$ cat src/rtl/lb_hub.sv
// lb_hub: LocalBus hub and register core.
// One master LocalBus port fans out to N_CH child address windows. Window 0
// holds the built-in ID/version/timestamp/scratch/timeout-count registers.
// Child reads are tracked by an IDLE/WAIT machine with a timeout, so a dead or
// unmapped slave returns a fixed pattern instead of stalling the host.
module lb_hub #(
    parameter int          N_CH     = 4,
    parameter int          WIN_BITS = 5,
    parameter int          TIMEOUT  = 16,
    parameter logic [31:0] ID_VAL   = 32'h11223344,
    parameter logic [31:0] VER_VAL  = 32'h00000200,
    parameter logic [31:0] TO_DATA  = 32'hDEADBEEF
) (
    input  logic                 clk_lb,
    input  logic                 reset,
    input  logic                 lb_wr,
    input  logic                 lb_rd,
    input  logic [31:0]          lb_addr,
    input  logic [31:0]          lb_wr_d,
    output logic [31:0]          lb_rd_d,
    output logic                 lb_rd_rdy,
    input  logic [31:0]          time_stamp_d,
    output logic [N_CH-1:0]      ch_cs,
    output logic                 ch_wr,
    output logic                 ch_rd,
    output logic [31:0]          ch_addr,
    output logic [31:0]          ch_wr_d,
    input  logic [32*N_CH-1:0]   ch_rd_d,
    input  logic [N_CH-1:0]      ch_rd_rdy
);

    // Channel field width: index 0 is the local window, 1..N_CH the children.
    localparam int CH_BITS = $clog2(N_CH + 1);

    // Local register offsets inside window 0.
    localparam logic [WIN_BITS-1:0] OFF_ID      = WIN_BITS'(8'h00);
    localparam logic [WIN_BITS-1:0] OFF_VER     = WIN_BITS'(8'h04);
    localparam logic [WIN_BITS-1:0] OFF_TS      = WIN_BITS'(8'h08);
    localparam logic [WIN_BITS-1:0] OFF_SCRATCH = WIN_BITS'(8'h0C);
    localparam logic [WIN_BITS-1:0] OFF_TO_CNT  = WIN_BITS'(8'h10);

    // Wait counter value on the final WAIT cycle before a timeout.
    localparam logic [7:0] LAST_WAIT = 8'(TIMEOUT - 1);

    typedef enum logic {
        ST_IDLE,
        ST_WAIT
    } state_t;

    // Input stage (p1) registers.
    logic                r_p1_wr;
    logic                r_p1_rd;
    logic [31:0]         r_p1_addr;
    logic [31:0]         r_p1_wr_d;

    // Read tracking and response registers.
    state_t              r_state;
    logic [7:0]          r_wait_cnt;
    logic [CH_BITS-1:0]  r_sel;
    logic [31:0]         r_rd_d;
    logic                r_rd_rdy;

    // Local registers.
    logic [31:0]         r_scratch;
    logic [15:0]         r_to_cnt;

    // Decode of the p1 access.
    logic [CH_BITS-1:0]  w_idx;
    logic [CH_BITS-1:0]  w_ch_num;
    logic [WIN_BITS-1:0] w_offset;
    logic                w_is_local;
    logic                w_is_chan;
    logic                w_rd_go;
    logic                w_ch_rd_go;
    logic                w_ch_wr_go;
    logic                w_local_wr;
    logic [N_CH-1:0]     w_cs;
    logic                w_sel_rdy;
    logic [31:0]         w_sel_data;
    logic [31:0]         w_local_rd_d;

    // Register the master strobes, address and data; a read strobed while a
    // child read is outstanding is dropped here so it never reaches decode.
    always_ff @(posedge clk_lb) begin
        if (reset) begin
            // NOTE: sequential state uses non-blocking assignments so every
            // flop samples the pre-edge values regardless of statement order.
            r_p1_wr   <= 1'b0;
            r_p1_rd   <= 1'b0;
            r_p1_addr <= '0;
            r_p1_wr_d <= '0;
        end else begin
            r_p1_wr   <= lb_wr;
            r_p1_rd   <= lb_rd && (r_state == ST_IDLE);
            r_p1_addr <= lb_addr;
            r_p1_wr_d <= lb_wr_d;
        end
    end

    // Address decode: channel field picks local window, a child, or nothing.
    assign w_idx      = r_p1_addr[WIN_BITS+CH_BITS-1:WIN_BITS];
    assign w_offset   = r_p1_addr[WIN_BITS-1:0];
    assign w_is_local = (w_idx == '0);
    assign w_is_chan  = (w_idx != '0) && (w_idx <= CH_BITS'(N_CH));
    assign w_ch_num   = w_idx - CH_BITS'(1);

    // A read is only started from IDLE; the overlap case (a second read
    // captured just before WAIT is entered) is blocked here as well.
    assign w_rd_go    = r_p1_rd && (r_state == ST_IDLE);
    assign w_ch_rd_go = w_rd_go && w_is_chan;
    assign w_ch_wr_go = r_p1_wr && w_is_chan;
    assign w_local_wr = r_p1_wr && w_is_local;

    // One-hot channel select for a child access in the p1 cycle.
    always_comb begin
        // NOTE: defaults first so no path leaves a combinational output
        // unassigned, which would otherwise infer a latch.
        w_cs = '0;
        if (w_ch_rd_go || w_ch_wr_go) begin
            for (int i = 0; i < N_CH; i++) begin
                if (w_ch_num == CH_BITS'(i)) begin
                    w_cs[i] = 1'b1;
                end
            end
        end
    end

    assign ch_cs   = w_cs;
    assign ch_rd   = w_ch_rd_go;
    assign ch_wr   = w_ch_wr_go;
    assign ch_addr = r_p1_addr;
    assign ch_wr_d = r_p1_wr_d;

    // Pick ready and data of the channel latched for the outstanding read.
    always_comb begin
        w_sel_rdy  = 1'b0;
        w_sel_data = '0;
        for (int i = 0; i < N_CH; i++) begin
            if (r_sel == CH_BITS'(i)) begin
                w_sel_rdy  = ch_rd_rdy[i];
                w_sel_data = ch_rd_d[32*i +: 32];
            end
        end
    end

    // Local window readback mux; unlisted offsets read as zero.
    always_comb begin
        w_local_rd_d = '0;
        case (w_offset)
            OFF_ID:      w_local_rd_d = ID_VAL;
            OFF_VER:     w_local_rd_d = VER_VAL;
            OFF_TS:      w_local_rd_d = time_stamp_d;
            OFF_SCRATCH: w_local_rd_d = r_scratch;
            OFF_TO_CNT:  w_local_rd_d = {16'h0000, r_to_cnt};
            default:     w_local_rd_d = '0;
        endcase
    end

    // Scratch register write; takes effect at the end of the p1 cycle.
    always_ff @(posedge clk_lb) begin
        if (reset) begin
            r_scratch <= '0;
        end else if (w_local_wr && (w_offset == OFF_SCRATCH)) begin
            r_scratch <= r_p1_wr_d;
        end
    end

    // Read FSM: immediate local/unmapped replies, child reads wait for the
    // selected ready or time out; also maintains the timeout counter.
    always_ff @(posedge clk_lb) begin
        if (reset) begin
            r_state    <= ST_IDLE;
            r_wait_cnt <= '0;
            r_sel      <= '0;
            r_rd_d     <= '0;
            r_rd_rdy   <= 1'b0;
            r_to_cnt   <= '0;
        end else begin
            r_rd_rdy <= 1'b0;
            r_rd_d   <= '0;

            case (r_state)
                ST_IDLE: begin
                    if (w_rd_go) begin
                        if (w_is_chan) begin
                            r_state    <= ST_WAIT;
                            r_wait_cnt <= '0;
                            r_sel      <= w_ch_num;
                        end else begin
                            r_rd_rdy <= 1'b1;
                            r_rd_d   <= w_is_local ? w_local_rd_d : 32'h0;
                        end
                    end
                end

                ST_WAIT: begin
                    if (w_sel_rdy) begin
                        r_rd_rdy <= 1'b1;
                        r_rd_d   <= w_sel_data;
                        r_state  <= ST_IDLE;
                    end else if (r_wait_cnt == LAST_WAIT) begin
                        r_rd_rdy <= 1'b1;
                        r_rd_d   <= TO_DATA;
                        r_state  <= ST_IDLE;
                        if (r_to_cnt != 16'hFFFF) begin
                            r_to_cnt <= r_to_cnt + 16'd1;
                        end
                    end else begin
                        r_wait_cnt <= r_wait_cnt + 8'd1;
                    end
                end

                default: r_state <= ST_IDLE;
            endcase

            // A host write to the counter clears it, winning over a
            // simultaneous timeout increment.
            if (w_local_wr && (w_offset == OFF_TO_CNT)) begin
                r_to_cnt <= '0;
            end
        end
    end

    assign lb_rd_d   = r_rd_d;
    assign lb_rd_rdy = r_rd_rdy;

endmodule

$ cat config.mk
export PLATFORM = sky130hd
export DESIGN_NAME = lb_hub
export DESIGN_NICKNAME = d
export VERILOG_FILES = /design/src/rtl/lb_hub.sv
export SDC_FILE = /design/constraint.sdc
export NUM_CORES = 1
export LEC_CHECK = 0
export BUFFER_PORTS_ARGS = -buffer_cell sky130_fd_sc_hd__buf_2
export CAP_MARGIN = 20
export CORE_AREA = 2 2 131 133
export DETAILED_ROUTE_END_ITERATION = 8
export DIE_AREA = 0 0 133 135
export PLACE_DENSITY = 0.77
export SYNTH_ARGS = -nofsm -noshare
export SYNTH_HDL_FRONTEND = slang
export SYNTH_SLANG_ARGS = --single-unit
$ cat constraint.sdc
create_clock -name clk_lb -period 3 [get_ports clk_lb]
set_input_delay 0.45 -clock clk_lb [delete_from_list [all_inputs] [get_ports clk_lb]]
set_output_delay 0.45 -clock clk_lb [all_outputs]
set_load 0.01 [all_outputs]
==> summary.md <==
| Metric | Value |
|---|---|
| Outcome | finished clean |
| F_max | 375.9 MHz |
| Global route total overflow | 0 |
| Routed len/inst | 17.73 microns |
| Mapped Cells | roughly 740 |
| Min-Delay Path Class | input port to flip-flop |
| RSZ-0062 raised after global routing | false |
| Crit. End Element | primary output |
| Vias/cell | about 5.2 |
| Crit path max fanout | 5 |
| CTS tree | built |
| Wirelength, routed | 22.79 mm |
| Share of layout cells above drive strength 1 | about two fifths |
| Design Power | between 5000 and 6000 uW |
| Number of remaining DRC errors | 0 |
| Critical path's slowest cell | dfxtp_1 |
| Clk_skew | 0.008938 ns |
| Most frequent cells in the layout | buf_2 (333), dfxtp_1 (157), nand2_1 (101), nor2b_1 (71), a21oi_1 (62) |
| LEAKAGE | ~0.004 uW |
| Die ar. | roughly 18,000 sq um |
| Ys flop type | dfxtp_1 |
| Post-CTS Hold Fix Bufs | 0 |
| Sequential area share after synthesis | 46.23% |
| #FFs+latches synth | around 160 |
| Worst EP arrival | between 2 and 2.5 ns |
| Clock sinks | between 150 and 200 |
| Commonest non-fill, non-tap cell in the layout | buf_2 |
| Routed via count | 6,721 |
| CP cell instances | inv_1 -> ha_1 -> ha_1 -> nand2_1 -> nor2_1 -> or2_2 -> and2_1 -> buf_2 |
| Final Hold Fails | 0 |
| PwrDens | 542.9 nW/um^2 |
| H-tree depth | 4 |
| Setup TNS | 0 ns |
| Die Y | around 140 microns |
| Nets | between 1,000 and 1,500 |
| Max-cap viol count | 0 |
| Final core occ | between 50 and 60% |
| Clock Tree Buf Depth | 2 |
| Postcts setup bufs | 0 |
| Worst-Skew Late Latency | between 0.4 and 0.5 ns |
| Register area | roughly 3200 sq um |
| Starting density of the core | 41.97% |
| Post-synth EDFFs | 0 |
| Worst path top cell family by delay | simple AND/OR/NAND/NOR gates |
| Syn_nets | roughly 980 |
| Total iterations of the first detailed-routing run | 5 |
| Worst slew margin relative to its limit | between 30% and 40% |
| WP buf/inv | 2 |
| Vias in the first global route | roughly 6,300 |
| # rows | 47 |
| Mapped cell area | 6885 sq um |
| 1st-iter DRT viols | 425 |
| Final Max Tran Viols | 0 |
| First-pass GRT wire length | 33.76 mm |
| GRT Resource Usage Total | 24.48% |
| Area Growth Syn to Fin | 35.00% |
| Filler Cell Count | 1,521 |
| Buffers on Ports | about 330 |
| Root Driver | clkbuf_16 |
| Worst setup SP type | flip-flop |
| Initial antenna violation count | 1 |
| Cts bufs inserted | 17 |
| Yosys Warn Count | 0 |
| Period utilization | 88.68% |
| Die Width | 133 microns |
| Core Region | ~16,000 sq um |
| Final setup vio count | 0 |
| Fin Hold WS | about 0.23 ns |
| Critical Path RT | approximately 2.6 ns |
| Placer Congestion | 0.9326 |
| Post-DP HPWL | 17.60 mm |
| Worst Tran Pin Value | ~1 ns |
| CTS clk-pin slew, worst paths | roughly 0.070 ns |
| Worst vdd ir | roughly 0.00046 V |
| Post-CTS Resized | 0 |
| Largest net degree at the start of global routing | 51 |
| Async set-or-reset flop fraction in the synthesized netlist | 0% |
| Avg Inst Size Synth | approximately 9.3 sq um |
| Area of the multi-input gates | ~3400 sq um |
| Routed Antenna Nets | 0 |
| Post-synth cell types | 53 |
| Ports | 335 |
| CP peak stage delay | about 0.40 ns |
| Critical Path Most Common Cell | ha_1 |
| Final min period | 2.660 ns |
| WS Path Type | flip-flop to primary output |
## synthesized netlist by cell type (2+ instances only)
master / count / area [sq um]
a22o_1: 4 / 35.03
clkbuf_1: 29 / 108.9
a2bb2oi_1: 3 / 26.28
and3_1: 7 / 43.79
xor2_1: 4 / 35.03
a31oi_1: 4 / 25.02
mux2i_1: 14 / 140.1
or3_1: 13 / 81.33
a21oi_1: 62 / 310.3
buf_1: 5 / 18.77
or4_1: 5 / 37.54
dfxtp_1: 159 / 3183
a211oi_1: 2 / 15.01
nand2_1: 101 / 379.1
nor2b_1: 71 / 444.2
o221ai_1: 8 / 70.07
a222oi_1: 11 / 110.1
inv_1: 9 / 33.78
a21o_1: 21 / 157.7
mux4_2: 21 / 473.0
nand2b_1: 6 / 37.54
a22oi_1: 12 / 90.09
nand4_1: 4 / 25.02
buf_2: 14 / 70.07
o31ai_1: 4 / 30.03
ha_1: 8 / 100.1
nor3_1: 5 / 25.02
buf_6: 2 / 22.52
a221oi_1: 4 / 35.03
nand3_1: 18 / 90.09
o21ai_0: 42 / 210.2
o21ai_1: 8 / 40.04
and4_1: 2 / 17.52
o2bb2ai_1: 3 / 26.28
buf_4: 4 / 30.03
or2_2: 3 / 18.77
nor2_1: 27 / 101.4
and2_1: 5 / 31.28
## worst register-to-register path: cells and delay by family (launching register included)
family / cells / cell delay (ns)
buffers and inverters: 1 / 0.08
DFF: 1 / 0.40
and+or+nand+nor: 4 / 0.89
AOI/OAI and AO/OA: 1 / 0.37
adders and majority gates: 2 / 0.53
## registers in the layout, summed over array words and instances (netlist names)
| signal | flops |
|---|---|
| ch_addr | 32 |
| ch_wr_d | 32 |
| lb_rd_d | 32 |
| r_scratch | 32 |
| r_to_cnt | 16 |
| r_wait_cnt | 8 |
| r_sel | 3 |
| lb_rd_rdy | 1 |
| r_p1_rd | 1 |
| r_p1_wr | 1 |
| r_state | 1 |
## path summary, 6_finish.rpt
| check | start | to | slack (ns) | cells past startpoint |
|---|---|---|---|---|
| max | ch_addr[5]$_SDFF_PP0_ | ch_cs[0] | 0.34 | 8 |
| min | lb_addr[15] | ch_addr[15]$_SDFF_PP0_ | 0.23 | 2 |
| max reg2reg | ch_addr[5]$_SDFF_PP0_ | lb_rd_d[27]$_SDFF_PP0_ | 0.61 | 8 |
| min reg2reg | ch_wr_d[12]$_SDFF_PP0_ | r_scratch[12]$_SDFFE_PP0P_ | 0.45 | 2 |
## cell type report
| type | count | share of cell area [%] |
|---|---|---|
| Tap cell | 220 | 2.961 |
| Inverter | 9 | 0.3634 |
| Sequential cell | 159 | 34.27 |
| Multi-Input combinational cell | 517 | 36.80 |
| Timing Repair Buffer | 346 | 18.98 |
| Antenna cell | 2 | 0.05384 |
| Clock inverter | 14 | 1.952 |
| Clock buffer | 18 | 4.617 |
## cells by family after synthesis
kind of cell	after synthesis	share of synthesized area, %
buffers and inverters	63	4.125
flip-flops	159	46.23
AND/OR/NAND/NOR	274	20.17
XOR/XNOR	5	0.6360
AO/OA/AOI/OAI	195	18.48
multiplexers	35	8.904
adder cells (fa/ha/maj)	8	1.454
## where the power goes
part | total, uW | internal [uW] | switching, uW | leakage [uW]
clock network | 2240 | 1330 | 912 | 0.000302
registers | 2210 | 2170 | 37.4 | 0.00130
logic | 598 | 301 | 297 | 0.00241
## metrics by stage
stage / cell area [sq um] / worst slack, ns / std cells
3_3_place_gp: 8680 / 0.7302 / 1251
6_report: 9295 / 0.3397 / 1285
5_1_grt: 9293 / 0.1975 / 1284
2_1_floorplan: 6885 / 0.7793 / 739
3_5_place_dp: 8680 / 0.6637 / 1251
4_1_cts: 9290 / 0.3236 / 1283
## routing by layer
| layer | track usage, % | up-vias | wire [microns] |
|---|---|---|---|
| li1 | - | 3267 | - |
| met3 | 5.556 | 27 | 1820 |
| met5 | 0 | - | 0 |
| met2 | 41.16 | 310 | 10900 |
| met4 | 9.080 | 0 | 508 |
| met1 | 30.88 | 3117 | 9563 |
Power figures use the tool's default switching activity.
